==> config.mk <==
export PLATFORM = sky130hd
export DESIGN_NAME = logic_unit_pipe
export DESIGN_NICKNAME = d
export VERILOG_FILES = /design/src/rtl/logic_unit_pipe.sv
export SDC_FILE = /design/constraint.sdc
export NUM_CORES = 1
export LEC_CHECK = 0
export ABC_AREA = 1
export ABC_CLOCK_PERIOD_IN_PS = 2000
export CORE_MARGIN = 2
export CORE_UTILIZATION = 46
export DETAILED_ROUTE_END_ITERATION = 16
export PLACE_DENSITY_LB_ADDON = 0.2
export SETUP_SLACK_MARGIN = 0.15
export SYNTH_ARGS = -nofsm -noshare
export SYNTH_HDL_FRONTEND = slang
export SYNTH_SLANG_ARGS = --single-unit
==> constraint.sdc <==
create_clock -name clk -period 2 [get_ports clk]
set_clock_uncertainty 0.1 [all_clocks]
set_input_delay 0.3 -clock clk [delete_from_list [all_inputs] [get_ports clk]]
set_output_delay 0.3 -clock clk [all_outputs]
set_load 0.005 [all_outputs]
==> src/rtl/logic_unit_pipe.sv <==
// ============================================================================
// Module   : logic_unit_pipe
// Purpose  : WIDTH-bit, eight-operation bitwise logic unit with a registered
//            valid/ready output stage and a one-entry skid buffer.
//            Optional zero/parity flags via `define LOGIC_UNIT_FLAGS_EN.
// Revision : 1.0 - initial release
// ============================================================================
`default_nettype none

module logic_unit_pipe #(
  parameter int WIDTH = 16
) (
  input  logic             clk,
  input  logic             rst_n,
  input  logic             in_valid,
  output logic             in_ready,
  input  logic [2:0]       in_op,
  input  logic [WIDTH-1:0] in_a,
  input  logic [WIDTH-1:0] in_b,
  output logic             out_valid,
  input  logic             out_ready,
  output logic [WIDTH-1:0] out_y
`ifdef LOGIC_UNIT_FLAGS_EN
  ,
  output logic             out_zero,
  output logic             out_parity
`endif
);

  localparam logic [2:0] c_OP_NOT  = 3'd0;
  localparam logic [2:0] c_OP_AND  = 3'd1;
  localparam logic [2:0] c_OP_OR   = 3'd2;
  localparam logic [2:0] c_OP_XOR  = 3'd3;
  localparam logic [2:0] c_OP_NAND = 3'd4;
  localparam logic [2:0] c_OP_NOR  = 3'd5;
  localparam logic [2:0] c_OP_XNOR = 3'd6;

  logic [WIDTH-1:0] w_res;
  logic             w_out_free;
  logic             w_in_xfer;
  logic             w_skid_to_out;
  logic             w_in_to_out;
  logic             w_in_to_skid;

  logic             r_out_valid;
  logic [WIDTH-1:0] r_out_y;
  logic             r_skid_valid;
  logic [WIDTH-1:0] r_skid_y;

  always_comb begin
    w_res = in_a;
    case (in_op)
      c_OP_NOT:  w_res = ~in_a;
      c_OP_AND:  w_res = in_a & in_b;
      c_OP_OR:   w_res = in_a | in_b;
      c_OP_XOR:  w_res = in_a ^ in_b;
      c_OP_NAND: w_res = ~(in_a & in_b);
      c_OP_NOR:  w_res = ~(in_a | in_b);
      c_OP_XNOR: w_res = ~(in_a ^ in_b);
      default:   w_res = in_a;
    endcase
  end

  // in_ready depends only on the skid flop, so out_ready never reaches it
  assign in_ready      = !r_skid_valid;
  assign w_out_free    = !r_out_valid || out_ready;
  assign w_in_xfer     = in_valid && !r_skid_valid;
  assign w_skid_to_out = w_out_free && r_skid_valid;
  assign w_in_to_out   = w_out_free && w_in_xfer;
  assign w_in_to_skid  = !w_out_free && w_in_xfer;

  always_ff @(posedge clk or negedge rst_n) begin
    if (!rst_n) begin
      r_out_valid  <= 1'b0;
      r_out_y      <= '0;
      r_skid_valid <= 1'b0;
      r_skid_y     <= '0;
    end else begin
      if (w_out_free) begin
        r_out_valid <= r_skid_valid || w_in_xfer;
      end
      if (w_skid_to_out) begin
        r_out_y <= r_skid_y;
      end else if (w_in_to_out) begin
        r_out_y <= w_res;
      end
      if (w_skid_to_out) begin
        r_skid_valid <= 1'b0;
      end else if (w_in_to_skid) begin
        r_skid_valid <= 1'b1;
      end
      if (w_in_to_skid) begin
        r_skid_y <= w_res;
      end
    end
  end

  assign out_valid = r_out_valid;
  assign out_y     = r_out_y;

`ifdef LOGIC_UNIT_FLAGS_EN
  // Flags are evaluated once at the input and travel with the result
  logic [1:0] w_flags;
  logic [1:0] r_out_flags;
  logic [1:0] r_skid_flags;

  assign w_flags = {(w_res == '0), ^w_res};

  always_ff @(posedge clk or negedge rst_n) begin
    if (!rst_n) begin
      r_out_flags  <= 2'b00;
      r_skid_flags <= 2'b00;
    end else begin
      if (w_skid_to_out) begin
        r_out_flags <= r_skid_flags;
      end else if (w_in_to_out) begin
        r_out_flags <= w_flags;
      end
      if (w_in_to_skid) begin
        r_skid_flags <= w_flags;
      end
    end
  end

  assign out_zero   = r_out_flags[1];
  assign out_parity = r_out_flags[0];
`endif

endmodule

`default_nettype wire

==> flow_summary_export.csv <==
group,metric,value,unit
run_status,status,"finished, final reports clean",
timing,final-hold-violation-count,0,
setup_path,worst_ep_arrival_time,1.38,ns
placement,place.port_buffers,56,
global_route,grt.overflow.total,0,
timing,unrepaired_setup_endpoints_after_global_routing,"false",
timing,post-route-worst-setup-slack,0.224,ns
clock_tree,clock_tree.htree_level_count,2,
detailed_routing,remaining_drc_errors,0,
synth,syn-cell-area,3440,um2
layout,antennaDiodeCount,0,
timing,setup_viol,0,
power_and_ir_drop,power.ir.vdd_worst,0.370,mV
setup_path,crit_family,"buffers and inverters",
detailed_routing,route.antenna.remaining_nets,0,
setup_path,path_cells,"inv_1 > clkdlybuf4s50_1",
floorplan,die-width,90.5,um
global_route,grt_start_max_net_pins,35,
setup_path,cp_max_fo,8,
floorplan,std_cell_rows,31,
detailed_routing,firstDrtPassIters,5,
synth,synth_nets,620,
placement,place.gp.congestion,0.893,
placement,hpwlAfterDp,7150,um
floorplan,initial_utilization,0.475,
setup_path,crit_path_max_delay_cell_type,"sky130_fd_sc_hd__clkdlybuf4s50_1",
clock_tree,cts_num_sinks,34,
hold_path,timing.hold.worst.class,"in2async",
clock_tree,root_buffer,"sky130_fd_sc_hd__clkbuf_8",
setup_path,timing.critical_path.to_type,"output port",
detailed_routing,finalWirelength,9800,um
layout,final_cell_area,4430,um2
placement,placed_cell_area,4290,um2
setup_path,critPathLaunchType,"flip-flop",
floorplan,die-area,8190,um2
detailed_routing,drt_first_iter_violations,261,
power_and_ir_drop,powerDensity,569,nW/um2
global_route,initial_antenna_violation_count,0,
timing,slew_headroom,0.707,
global_route,number_of_global_route_vias_before_repair,3837,
global_route,grt.total_usage,0.245,
placement,pre_cts_slack,-0.0494,ns
layout,finalNonFillerCells,717,
power_and_ir_drop,cellLeakagePower,2.47,nW
synth,post_synth_num_cell_types,20,
floorplan,pin_count,57,
global_route,grt_pass1_wl,16800,um
clock_tree,cts.clk_slew.worst_paths,0.07,ns
job,maxCapViolCount,0,
floorplan,die_h,90.5,um
setup_path,timing.critical_path.slowest_cell_delay,0.50,ns
detailed_routing,routedWlPerCell,13.7,um
clock_tree,hold_buffers,0,
layout,final_nets,688,
layout,final_layout_size_suffix_gt1_frac,0.100,
placement,post-place-cells,705,
detailed_routing,routed-via-count,3887,
setup_path,critical_path_buf_inv_count,2,
synth,syn-mean-instance-area,6.27,um2
timing,max_slew.worst_pin.slew,0.440,ns
layout,areaGrowthSynthToFinish,28.8,%
synth,postSynthCellCount,549,
timing,max_freq,0.563,GHz
synth,ys_seq_elements,34,
clock_tree,worstSkewPairLatency,0.28,ns
floorplan,floorplan.core_area,7250,um2
detailed_routing,avgViaCountPerCell,5.42,
clock_tree,cts-root-to-sink-buffers,2,
setup_path,worst-endpoint-required,1.60,ns
clock_tree,tritoncts,"yes",
synth,synth.yosys.seq_area_share,0.247,
timing,final-max-slew-violation-count,0,
clock_tree,cts-buffers-inserted,5,
timing,fin_worst_hold_slack,0.322,ns
setup_path,crit_type,"reg2out",
timing,finalCritPeriodShare,0.888,
timing,layout_min_cycle_time,1.78,ns
synth,synth_warnings,0,
[cells by family after synthesis]
family | Yosys count | synth area share
flops | 34 | 0.247
simple gates | 360 | 0.489
compound gates | 10 | 0.0145
fa+ha+maj | 32 | 0.116
buf+inv | 113 | 0.133
[per-stage QoR]
stage / setup TNS (ns) / power (mW) / util
2_1_floorplan: 0 / 1.50 / -
3_3_place_gp: -0.00814 / 1.98 / 0.592
3_5_place_dp: -0.329 / 2.00 / 0.592
4_1_cts: 0 / 2.54 / 0.605
5_1_grt: 0 / 2.71 / 0.611
6_report: 0 / 2.52 / 0.611
[per-layer routing]
| metal | up-vias | share of wire | GRT usage |
|---|---|---|---|
| li1 | 1927 | - | - |
| met1 | 1793 | 0.44 | 0.307 |
| met2 | 144 | 0.49 | 0.419 |
| met3 | 23 | 0.045 | 0.0326 |
| met4 | 0 | 0.028 | 0.106 |
| met5 | - | 0 | 0 |
[cell type report]
| type | instances | area [um2] |
|---|---|---|
| well taps | 99 | 124 |
| clock inverters | 1 | 5.00 |
| flip-flops and latches | 34 | 852 |
| multi-input cells | 402 | 2140 |
| clock buffers | 7 | 86.3 |
| inverters | 76 | 285 |
| fillers | 713 | 2820 |
| repair buffers | 98 | 936 |
[power breakdown]
part | total, mW | switching (mW) | internal, mW | leakage [nW]
Clock | 0.522 | 0.244 | 0.278 | 0.0482
Combinational | 1.04 | 0.535 | 0.501 | 1.99
Sequential | 0.966 | 0.0965 | 0.870 | 0.425
[synthesized netlist by cell type]
library cell / count / area share
sky130_fd_sc_hd__o21ai_0: 3 / 0.0044
sky130_fd_sc_hd__nand3_1: 32 / 0.047
sky130_fd_sc_hd__a21oi_1: 5 / 0.0073
sky130_fd_sc_hd__inv_1: 72 / 0.079
sky130_fd_sc_hd__nor3_1: 1 / 0.0015
sky130_fd_sc_hd__buf_4: 3 / 0.0065
sky130_fd_sc_hd__nand2_2: 1 / 0.0018
sky130_fd_sc_hd__clkbuf_1: 15 / 0.016
sky130_fd_sc_hd__nor2_4: 2 / 0.0065
sky130_fd_sc_hd__nor2_1: 73 / 0.080
sky130_fd_sc_hd__ha_1: 32 / 0.12
sky130_fd_sc_hd__o21ai_1: 2 / 0.0029
sky130_fd_sc_hd__buf_2: 18 / 0.026
sky130_fd_sc_hd__buf_1: 1 / 0.0011
sky130_fd_sc_hd__inv_2: 4 / 0.0044
sky130_fd_sc_hd__nand3b_1: 16 / 0.035
sky130_fd_sc_hd__nand4_1: 80 / 0.15
sky130_fd_sc_hd__nand2_1: 154 / 0.17
sky130_fd_sc_hd__dfrtp_1: 34 / 0.25
sky130_fd_sc_hd__nor3_4: 1 / 0.0047
[sequential cells by signal, indices dropped and copies added, names as in the netlist]
| name | flops |
|---|---|
| r_skid_valid | 1 |
| out_y | 16 |
| r_skid_y | 16 |
| out_valid | 1 |
[path summary, 6_finish.rpt]
kind | startpoint | to | slack, ns | cells after the start
worst max-delay path | r_skid_valid | in_ready | 0.22 | 2
worst min-delay path | rst_n | out_y[11] | 0.32 | 2
max in group asynchronous | rst_n | r_skid_valid | 1.14 | 2
min in group clk | out_y[10] | out_y[10] | 0.38 | 2
worst min register to register | out_y[10] | out_y[10] | 0.38 | 2
worst max register to register | r_skid_valid | out_y[13] | 0.49 | 5
[cells in the final DEF (no fill, tap or decap), types with 6 or more instances in the layout]
cell type,Yosys,final
sky130_fd_sc_hd__nand3b_1,16,16
sky130_fd_sc_hd__nand4_1,80,80
sky130_fd_sc_hd__nand3_1,32,32
sky130_fd_sc_hd__nor2_1,73,72
sky130_fd_sc_hd__buf_4,3,37
sky130_fd_sc_hd__clkbuf_8,0,6
sky130_fd_sc_hd__dfrtp_1,34,33
sky130_fd_sc_hd__nand2_1,154,154
sky130_fd_sc_hd__inv_1,72,72
sky130_fd_sc_hd__clkdlybuf4s50_1,0,54
sky130_fd_sc_hd__ha_1,32,32
[worst register-to-register path, stage by stage, from the launching register on]
cell                      delay (ns)
sky130_fd_sc_hd__dfrtp_2        0.48
sky130_fd_sc_hd__o21ai_2        0.41
sky130_fd_sc_hd__buf_12         0.23
sky130_fd_sc_hd__nor2_1         0.06
sky130_fd_sc_hd__nand2_1        0.07
sky130_fd_sc_hd__nand2_1        0.05
[timing repair]
item	CTS	global route
gates resized for setup	1	2
pin swaps	0	3
setup buffers	0	4
endpoints found under the setup margin	1	3
Note: power is estimated with default switching activity, not from simulation.
